File: src/rtl/axi_sram_bridge_mo.sv
`timescale 1ns/1ps
`default_nettype none
// ============================================================================
// Module   : axi_sram_bridge_mo
// Brief    : SRAM-like inst/data ports to AXI3 bridge, multiple outstanding
//            reads per master, one write in flight.
// Revision : 1.0 - initial release
// ============================================================================
module axi_sram_bridge_mo #(
    parameter int         MAX_OUT = 2,
    parameter logic [3:0] INST_ID = 4'd0,
    parameter logic [3:0] DATA_ID = 4'd1
) (
    input  logic        aclk,
    input  logic        aresetn,
    // instruction port
    input  logic        inst_req,
    input  logic [1:0]  inst_size,
    input  logic [31:0] inst_addr,
    output logic [31:0] inst_rdata,
    output logic        inst_addr_ok,
    output logic        inst_data_ok,
    // data port
    input  logic        data_req,
    input  logic        data_wr,
    input  logic [3:0]  data_strb,
    input  logic [31:0] data_addr,
    input  logic [31:0] data_wdata,
    output logic [31:0] data_rdata,
    output logic        data_addr_ok,
    output logic        data_data_ok,
    // AR
    output logic [3:0]  arid,
    output logic [31:0] araddr,
    output logic [7:0]  arlen,
    output logic [2:0]  arsize,
    output logic [1:0]  arburst,
    output logic [1:0]  arlock,
    output logic [3:0]  arcache,
    output logic [2:0]  arprot,
    output logic        arvalid,
    input  logic        arready,
    // R
    input  logic [3:0]  rid,
    input  logic [31:0] rdata,
    input  logic [1:0]  rresp,
    input  logic        rlast,
    input  logic        rvalid,
    output logic        rready,
    // AW
    output logic [3:0]  awid,
    output logic [31:0] awaddr,
    output logic [7:0]  awlen,
    output logic [2:0]  awsize,
    output logic [1:0]  awburst,
    output logic [1:0]  awlock,
    output logic [3:0]  awcache,
    output logic [2:0]  awprot,
    output logic        awvalid,
    input  logic        awready,
    // W
    output logic [3:0]  wid,
    output logic [31:0] wdata,
    output logic [3:0]  wstrb,
    output logic        wlast,
    output logic        wvalid,
    input  logic        wready,
    // B
    input  logic [3:0]  bid,
    input  logic [1:0]  bresp,
    input  logic        bvalid,
    output logic        bready
);

    localparam int             c_CW  = $clog2(MAX_OUT + 1);
    localparam logic [c_CW:0]  c_MAX = (c_CW + 1)'(MAX_OUT);

    function automatic logic [2:0] f_strb_size(input logic [3:0] strb);
        case (strb)
            4'b1111:          f_strb_size = 3'd2;
            4'b0011, 4'b1100: f_strb_size = 3'd1;
            default:          f_strb_size = 3'd0;
        endcase
    endfunction

    logic             r_ar_valid;
    logic [3:0]       r_ar_id;
    logic [31:0]      r_ar_addr;
    logic [2:0]       r_ar_size;
    logic [c_CW-1:0]  r_ocnt_i;
    logic [c_CW-1:0]  r_ocnt_d;
    logic             r_wr_pend;
    logic             r_aw_valid;
    logic             r_w_valid;
    logic [31:0]      r_wr_addr;
    logic [31:0]      r_wr_data;
    logic [3:0]       r_wr_strb;
    logic [2:0]       r_wr_size;

    logic             w_ar_hs;
    logic             w_ar_free;
    logic             w_reg_i;
    logic             w_reg_d;
    logic [c_CW:0]    w_eff_i;
    logic [c_CW:0]    w_eff_d;
    logic             w_rd_blk;
    logic             w_data_rd_ok;
    logic             w_data_wr_ok;
    logic             w_inst_ok;
    logic             w_r_inst;
    logic             w_r_data;
    logic             w_inc_i, w_dec_i, w_inc_d, w_dec_d;
    logic             w_unused_resp;

    assign w_unused_resp = ^{rresp, bresp, bid};

    assign w_ar_hs   = r_ar_valid && arready;
    assign w_ar_free = !r_ar_valid || arready;
    assign w_reg_i   = r_ar_valid && (r_ar_id == INST_ID);
    assign w_reg_d   = r_ar_valid && (r_ar_id == DATA_ID);

    // Outstanding count includes the request still sitting in the AR register.
    assign w_eff_i = {1'b0, r_ocnt_i} + {{c_CW{1'b0}}, w_reg_i};
    assign w_eff_d = {1'b0, r_ocnt_d} + {{c_CW{1'b0}}, w_reg_d};

    assign w_rd_blk     = r_wr_pend && (data_addr[31:2] == r_wr_addr[31:2]);
    assign w_data_rd_ok = data_req && !data_wr && w_ar_free && (w_eff_d < c_MAX) && !w_rd_blk;
    assign w_data_wr_ok = data_req && data_wr && !r_wr_pend && (r_ocnt_d == '0) && !w_reg_d;
    assign w_inst_ok    = inst_req && !w_data_rd_ok && w_ar_free && (w_eff_i < c_MAX);

    assign w_r_inst = rvalid && (rid == INST_ID);
    assign w_r_data = rvalid && (rid == DATA_ID);

    assign w_inc_i = w_ar_hs && (r_ar_id == INST_ID);
    assign w_inc_d = w_ar_hs && (r_ar_id == DATA_ID);
    assign w_dec_i = w_r_inst && rlast;
    assign w_dec_d = w_r_data && rlast;

    // Request-side handshakes are masked while reset is held.
    assign inst_addr_ok = aresetn && w_inst_ok;
    assign data_addr_ok = aresetn && (w_data_rd_ok || w_data_wr_ok);
    assign inst_data_ok = aresetn && w_r_inst;
    assign data_data_ok = aresetn && (w_r_data || (bvalid && bready));
    assign inst_rdata   = rdata;
    assign data_rdata   = rdata;

    assign rready = 1'b1;
    assign bready = !w_r_data;

    assign arid    = r_ar_id;
    assign araddr  = r_ar_addr;
    assign arsize  = r_ar_size;
    assign arvalid = r_ar_valid;
    assign arlen   = 8'd0;
    assign arburst = 2'b01;
    assign arlock  = 2'd0;
    assign arcache = 4'd0;
    assign arprot  = 3'd0;

    assign awid    = DATA_ID;
    assign awaddr  = r_wr_addr;
    assign awsize  = r_wr_size;
    assign awvalid = r_aw_valid;
    assign awlen   = 8'd0;
    assign awburst = 2'b01;
    assign awlock  = 2'd0;
    assign awcache = 4'd0;
    assign awprot  = 3'd0;

    assign wid    = DATA_ID;
    assign wdata  = r_wr_data;
    assign wstrb  = r_wr_strb;
    assign wlast  = 1'b1;
    assign wvalid = r_w_valid;

    always_ff @(posedge aclk or negedge aresetn) begin
        if (!aresetn) begin
            r_ar_valid <= 1'b0;
            r_ar_id    <= '0;
            r_ar_addr  <= '0;
            r_ar_size  <= '0;
        end else if (w_data_rd_ok) begin
            r_ar_valid <= 1'b1;
            r_ar_id    <= DATA_ID;
            r_ar_addr  <= data_addr;
            r_ar_size  <= f_strb_size(data_strb);
        end else if (w_inst_ok) begin
            r_ar_valid <= 1'b1;
            r_ar_id    <= INST_ID;
            r_ar_addr  <= inst_addr;
            r_ar_size  <= {1'b0, inst_size};
        end else if (arready) begin
            r_ar_valid <= 1'b0;
        end
    end

    always_ff @(posedge aclk or negedge aresetn) begin
        if (!aresetn) begin
            r_ocnt_i <= '0;
            r_ocnt_d <= '0;
        end else begin
            if (w_inc_i && !w_dec_i)
                r_ocnt_i <= r_ocnt_i + c_CW'(1);
            else if (w_dec_i && !w_inc_i)
                r_ocnt_i <= r_ocnt_i - c_CW'(1);
            if (w_inc_d && !w_dec_d)
                r_ocnt_d <= r_ocnt_d + c_CW'(1);
            else if (w_dec_d && !w_inc_d)
                r_ocnt_d <= r_ocnt_d - c_CW'(1);
        end
    end

    // AW and W retire independently; the write stays pending until B.
    always_ff @(posedge aclk or negedge aresetn) begin
        if (!aresetn) begin
            r_wr_pend  <= 1'b0;
            r_aw_valid <= 1'b0;
            r_w_valid  <= 1'b0;
            r_wr_addr  <= '0;
            r_wr_data  <= '0;
            r_wr_strb  <= '0;
            r_wr_size  <= '0;
        end else if (w_data_wr_ok) begin
            r_wr_pend  <= 1'b1;
            r_aw_valid <= 1'b1;
            r_w_valid  <= 1'b1;
            r_wr_addr  <= data_addr;
            r_wr_data  <= data_wdata;
            r_wr_strb  <= data_strb;
            r_wr_size  <= f_strb_size(data_strb);
        end else begin
            if (r_aw_valid && awready)
                r_aw_valid <= 1'b0;
            if (r_w_valid && wready)
                r_w_valid <= 1'b0;
            if (r_wr_pend && bvalid && bready)
                r_wr_pend <= 1'b0;
        end
    end

endmodule
`default_nettype wire

File: config.mk
export PLATFORM = sky130hd
export DESIGN_NAME = axi_sram_bridge_mo
export DESIGN_NICKNAME = d
export VERILOG_FILES = /design/src/rtl/axi_sram_bridge_mo.sv
export SDC_FILE = /design/constraint.sdc
export NUM_CORES = 1
export LEC_CHECK = 0
export ABC_AREA = 1
export ABC_CLOCK_PERIOD_IN_PS = 5600
export CAP_MARGIN = 40
export CORE_AREA = 2 2 149 151
export DETAILED_ROUTE_END_ITERATION = 8
export DIE_AREA = 0 0 151 153
export DONT_BUFFER_PORTS = 1
export PLACE_DENSITY = 0.45
export RECOVER_POWER = 25
export REMOVE_ABC_BUFFERS = 1
export SLEW_MARGIN = 5
export SYNTH_ARGS = -nofsm -noshare
export SYNTH_HDL_FRONTEND = slang
export SYNTH_SLANG_ARGS = --single-unit
File: constraint.sdc
create_clock -name aclk -period 5.6 [get_ports aclk]
set_clock_uncertainty 0.2 [all_clocks]
set_input_delay 1.4 -clock aclk [delete_from_list [all_inputs] [get_ports aclk]]
set_output_delay 1.4 -clock aclk [all_outputs]
set_load 0.02 [all_outputs]
==> results of run 1 <==
## state kept, by name, indices dropped and copies added, names as in the netlist, 2 cells and up
name / cells
araddr: 32
arsize: 2
awaddr: 32
awsize: 2
r_ocnt_d: 2
r_ocnt_i: 2
wdata: 32
wstrb: 4
## worst paths after layout
check,endpoint,cells after the start
setup / recovery,data_data_ok,5
hold / removal,r_ocnt_i[0]$_DFFE_PN0P_,1
setup reg to reg,araddr[18]$_DFFE_PN0P_,9
hold reg to reg,r_ocnt_i[0]$_DFFE_PN0P_,1
max in group asynchronous,wdata[31]$_DFFE_PN0P_,0
min in group asynchronous,araddr[13]$_DFFE_PN0P_,0
## routing by layer
metal | GRT usage (%) | routed length, um | vias to the layer above
li1 | - | - | 2213
met1 | 20.6 | 7850 | 2200
met2 | 23.8 | 8230 | 356
met3 | 15.1 | 3770 | 13
met4 | 3.43 | 110 | 4
met5 | 5.87 | 152 | -
## cell usage in the layout (no fill, tap or decap), drive strengths merged, types with 2 or more instances in the layout
cell type  instances
clkbuf            20
o21ai             33
dfrtp            113
nor3               3
conb              53
clkinvlp           2
a21oi              5
inv               76
nand2            244
buf                9
clkinv             8
bufinv             2
xnor2             10
nor2              18
nor4               3
ha                 2
nand3            139
## worst max-delay path, stage by stage
cell and delay (ns):
sky130_fd_sc_hd__nor2_1 0.08, sky130_fd_sc_hd__inv_1 0.05, sky130_fd_sc_hd__nor4_1 0.36, sky130_fd_sc_hd__inv_1 0.25
sky130_fd_sc_hd__a21oi_1 0.44
## kinds of logic after synthesis
group           Yosys count
compound gates           42
xor+xnor                 11
simple gates            408
fa+ha+maj                 2
other cells               2
buf+inv                 227
flops                   113
## synthesized netlist by cell type
master,n
sky130_fd_sc_hd__a21boi_1,1
sky130_fd_sc_hd__a21oi_1,5
sky130_fd_sc_hd__a22oi_1,1
sky130_fd_sc_hd__buf_2,10
sky130_fd_sc_hd__buf_4,124
sky130_fd_sc_hd__clkbuf_1,16
sky130_fd_sc_hd__clkinv_1,1
sky130_fd_sc_hd__conb_1,2
sky130_fd_sc_hd__dfrtp_1,113
sky130_fd_sc_hd__ha_1,2
sky130_fd_sc_hd__inv_1,74
sky130_fd_sc_hd__inv_2,2
sky130_fd_sc_hd__nand2_1,242
sky130_fd_sc_hd__nand2_2,1
sky130_fd_sc_hd__nand2_4,1
sky130_fd_sc_hd__nand3_1,139
sky130_fd_sc_hd__nand4_1,1
sky130_fd_sc_hd__nor2_1,17
sky130_fd_sc_hd__nor2_2,1
sky130_fd_sc_hd__nor3_1,3
sky130_fd_sc_hd__nor4_1,2
sky130_fd_sc_hd__nor4_4,1
sky130_fd_sc_hd__o211ai_1,1
sky130_fd_sc_hd__o21ai_0,32
sky130_fd_sc_hd__o21ai_1,1
sky130_fd_sc_hd__o22ai_1,1
sky130_fd_sc_hd__xnor2_1,10
sky130_fd_sc_hd__xor2_1,1
## power groups by stage
stage | registers, mW | clock network (mW) | logic (mW)
2_1_floorplan | 1.87 | 0 | 0.667
3_3_place_gp | 2.01 | 0 | 0.833
3_5_place_dp | 2.00 | 0 | 0.868
4_1_cts | 2.00 | 1.10 | 0.866
5_1_grt | 2.05 | 1.15 | 1.00
6_report | 1.98 | 1.06 | 0.845
## per-stage QoR
step	hold WS [ns]	setup slack, ns	setup TNS, ns	util [%]
after floorplan	0.246	-0.131	-0.131	-
after global placement	0.263	1.44	0	27.1
after detailed placement	0.264	1.39	0	27.3
after CTS	0.276	1.39	0	30.0
after global routing	0.286	1.17	0	30.0
final	0.273	1.41	0	30.0
## layout make-up
type / instances / area, um^2
Sequential cell: 113 / 2830
Clock inverter: 11 / 114
Tap cell: 280 / 350
Fill cell: 2325 / 15000
Clock buffer: 20 / 457
Inverter: 77 / 289
Timing Repair Buffer: 9 / 100
Multi-Input combinational cell: 516 / 2300
==> results.txt, run 1 <==
setup repair after global routing missed its margin = false
Reg2Reg Launch Point = arvalid$_DFFE_PN0P_
top cell type by total area after synthesis = sky130_fd_sc_hd__dfrtp_1
Worst Path Required = 4.00 ns
dpl cells = 995
DRC = 0
x dimension of the die = 151 um
clock network latency to the later pin of the worst-skew pair = 0.41 ns
data arrival time at the worst-slack endpoint = 2.59 ns
wire length of the first global-routing pass = 29,600 um
proportion of netlist area held by the largest area contributor = 45.2%
largest fanout on the critical path = 3
die height = 153 um
worst hold start = r_ocnt_i[0]$_DFFE_PN0P_
Compound-Gate Fraction of Synth Area = 3.50%
placeable core area = 0.0215 mm^2
net switching fraction of the power = 43.8%
effective utilization at floorplan = 29.1%
root buffer selected by CTS = sky130_fd_sc_hd__clkbuf_16
leading cell types by total area after synthesis = sky130_fd_sc_hd__dfrtp_1 (45%), sky130_fd_sc_hd__buf_4 (15%), sky130_fd_sc_hd__nand2_1 (15%)
post-cts sizing count = 0
remaining global-route overflow = 0
cell area after layout = 0.00644 mm^2
post-CTS setup-driven buffer insertion count = 0
Avg Vias per Cell = 4.66
overall power = 3.89 mW
static leakage = 3.33 nW
sequential share of the synthesized area = 45.2%
status = complete, no violations
transition time at the pin with the least slew margin = 0.738 ns
antenna violations before repair = 0
Tcrit/Tclk final = 74.7%
clock transition at the registers of the reported paths = 0.05 ns
path class of the lowest-slack min-delay path = register to register
FF+latch count, synth = 113
Layout Area Growth over Synthesis = 3.02%
XOR/XNOR Fraction of Synth Area = 1.54%
total power divided by cell area = 604 mW/mm^2
number of different library cells in the post-synthesis netlist = 28
htree depth = 4
Post-Synth Simple-Gate Area = 27.9%
Antenna Nets Post-Route = 0
total die area = 0.0231 mm^2
cell area after synthesis = 0.00625 mm^2
endpoint class of the critical path = primary output
maximum resistive drop on vdd = 185 uV
I/O Buffers = 0
Hold Fails Final Rpt = 0
post-layout min period = 4.19 ns
Fmax achieved = 0.239 GHz
mean cell area of the mapped netlist = 7.77 um^2
largest family of logic cells by synthesized area = simple AND/OR/NAND/NOR gates
arithmetic-cell share of the synthesized area counting full adders, half adders and majority gates = 0.400%
switching power total = 1.70 mW
post-route insts no fill = 1,026
Nets = 893
share of synthesized area spent on multiplexers = 0%
part of the total power dissipated in sequential elements = 51.0%
I/O Pins = 387
antenna diode count = 0
Max Transition Viols Final = 0
GRT Total Usage = 17.6%
worst relative slew slack = 50.7%
pin count of the biggest net entering global routing = 115
number of buffers created by CTS = 17
number of synthesis warnings = 0
clock sink total = 113
worst setup path start = rid[3]
placement row count = 54
Post-DP HPWL = 14,100 um
clock share of power = 27.3%
CTS hold repair buffers = 0
per-cell routed wire length = 19.6 um
critical setup path kind = input pin to primary output
vias after detailed routing = 4,786
post-place instance area = 0.00587 mm^2
clock tree from TritonCTS = built
routability congestion estimate = 0.703
cell internal pwr = 2.19 mW
setup slack, reg-to-reg = 2.91 ns
violation count after the first detailed-routing iteration = 205
maximum count of clock buffers along a single path = 2
total length of routed wires = 20,100 um
router iterations before antenna repair = 5
Mapped Cells = 805
Final setup violation count = 0
vias in the first global route = 4,628
Max-cap violations = 0
Critical Path Start Type = input pin
share of cells above drive strength 1 = 6.17%
combinational share of power = 21.7%
Power figures use the tool's default switching activity.
==> run 2: changes to the inputs <==
Settings changed: ABC_CLOCK_PERIOD_IN_PS 5600 to 4000.
Clock period 5.6 ns to 4 ns, I/O delays scaled along.
==> run 2 against run 1 <==
  * Final area rose by 0.66%
  * Clock power rose by 49%
  * Final cell count barely moved
  * Routed wire length fell by 0.67%
  * Non-clock buffer count did not move
  * Register-to-register slack got worse by 1.6 ns
  * Largest cell class unchanged
  * Die area did not move
  * Power rose by 42%
  * First-iteration DRC count rose by 13%
  * Sequential share of layout area fell by 0.29 points
  * Setup slack got worse by 0.76 ns
==> results.txt, run 2 (synthesized netlist as in run 1, its figures left out) <==
status = complete, no violations
DRC = 0
path class of the lowest-slack min-delay path = input pin to asynchronous set/reset pin
largest fanout on the critical path = 3
post-CTS setup-driven buffer insertion count = 0
total die area = 0.0231 mm^2
I/O Pins = 387
peak per-stage delay on the critical path = 0.43 ns
Post-DP HPWL = 14,100 um
Top Family by Delay on Critical Path = simple AND/OR/NAND/NOR gates
CTS hold repair buffers = 0
clock transition at the registers of the reported paths = 0.06 ns
Final setup violation count = 0
cell chain of the critical path = nor2_1, inv_1, nor4_1, inv_1, a21oi_1
cell area after layout = 0.00648 mm^2
Post-Route M1 WL = 7990 um
most common cell after layout, fill and taps aside = sky130_fd_sc_hd__nand2_1
worst path buffer plus inverter count = 2
antenna diode count = 0
number of buffers created by CTS = 17
setup repair after global routing missed its margin = false
most frequent cells in the layout = sky130_fd_sc_hd__nand2_1 (242), sky130_fd_sc_hd__nand3_1 (138), sky130_fd_sc_hd__dfrtp_1 (113)
maximum resistive drop on vdd = 337 uV
violation count after the first detailed-routing iteration = 232
GRT Total Usage = 17.4%
router iterations before antenna repair = 4
setup slack, reg-to-reg = 1.32 ns
met3 wire length = 3480 um
post-layout min period = 3.35 ns
wire length of the first global-routing pass = 29,300 um
maximum count of clock buffers along a single path = 2
static leakage = 3.34 nW
Critical Path Start Type = input pin
data arrival time at the worst-slack endpoint = 2.15 ns
remaining global-route overflow = 0
placement row count = 54
Hold Fails Final Rpt = 0
worst relative slew slack = 49.5%
Antenna Nets Post-Route = 0
Max Transition Viols Final = 0
effective utilization at floorplan = 29.1%
pin count of the biggest net entering global routing = 115
Tcrit/Tclk final = 83.7%
routability congestion estimate = 0.715
x dimension of the die = 151 um
final total negative setup slack = 0 ns
transition time at the pin with the least slew margin = 0.757 ns
Worst Path Required = 2.80 ns
antenna violations before repair = 0
Avg Vias per Cell = 4.56
post-cts sizing count = 0
htree depth = 4
Layout Area Growth over Synthesis = 3.70%
clock network latency to the later pin of the worst-skew pair = 0.41 ns
cell repeated most along the worst path = sky130_fd_sc_hd__inv_1
critical setup path kind = input pin to primary output
clock sink total = 113
post-place instance area = 0.00587 mm^2
Filler cells = 2,317
clock tree from TritonCTS = built
die height = 153 um
Max-cap violations = 0
standard cell with the maximum stage delay on the critical path = sky130_fd_sc_hd__a21oi_1
placeable core area = 0.0215 mm^2
Fmax achieved = 0.299 GHz
root buffer selected by CTS = sky130_fd_sc_hd__clkbuf_16
I/O Buffers = 0
total power divided by cell area = 854 mW/mm^2
share of cells above drive strength 1 = 6.43%
vias after detailed routing = 4,687
per-cell routed wire length = 19.5 um
top routing layer in use = met5
Nets = 893
Routed met2 length = 8120 um
total length of routed wires = 20,000 um
endpoint class of the critical path = primary output
vias in the first global route = 4,555
Hold WS = 0.0824 ns
-- run 2: cell types whose count changed in the layout (fill, tap and decap cells not counted), sizes merged --
cell	change
bufinv	+1
inv	+1
clkinv	-3
clkbuf	-1
clkinvlp	+3
-- run 2: metal layers --
| layer | track usage [%] | vias up |
|---|---|---|
| met5 | 6.74 | - |
| met4 | 4.76 | 4 |
| met3 | 14.1 | 24 |
| met2 | 23.5 | 300 |
| met1 | 20.4 | 2142 |
| li1 | - | 2217 |
-- run 2: cell type report --
cell class	instances	area [um^2]	area share (%)
clock buffers	19	453	6.99
clock inverters	13	160	2.47
inverters	77	289	4.46
multi-input cells	516	2300	35.5
flip-flops and latches	113	2830	43.6
well taps	280	350	5.40
repair buffers	9	100	1.54
-- run 2: report_power, final --
part	total [mW]	internal, mW	leakage [nW]	switching (mW)
sequential	2.77	1.66	1.42	1.11
combinational	1.19	0.459	1.63	0.727
clock	1.58	1.01	0.287	0.566
total	5.54	3.13	3.34	2.40
-- run 2: through the flow --
step / setup WS, ns / util (%) / std cells / power, mW
2_1_floorplan: -0.931 / - / 706 / 3.55
3_3_place_gp: 0.651 / 27.1 / 993 / 3.98
3_5_place_dp: 0.629 / 27.3 / 995 / 4.01
4_1_cts: 0.636 / 30.2 / 1027 / 5.64
5_1_grt: 0.451 / 30.2 / 1027 / 5.97
6_report: 0.654 / 30.2 / 1027 / 5.54
-- run 2: path summary, 6_finish.rpt --
kind | from | end | depth (start not counted)
hold reg to reg | r_ocnt_i[0]$_DFFE_PN0P_ | r_ocnt_i[0]$_DFFE_PN0P_ | 1
max in group asynchronous | aresetn | araddr[18]$_DFFE_PN0P_ | 0
setup / recovery | rid[3] | data_data_ok | 5
setup reg to reg | arvalid$_DFFE_PN0P_ | araddr[18]$_DFFE_PN0P_ | 9
hold / removal | aresetn | araddr[13]$_DFFE_PN0P_ | 0
min in group aclk | r_ocnt_i[0]$_DFFE_PN0P_ | r_ocnt_i[0]$_DFFE_PN0P_ | 1
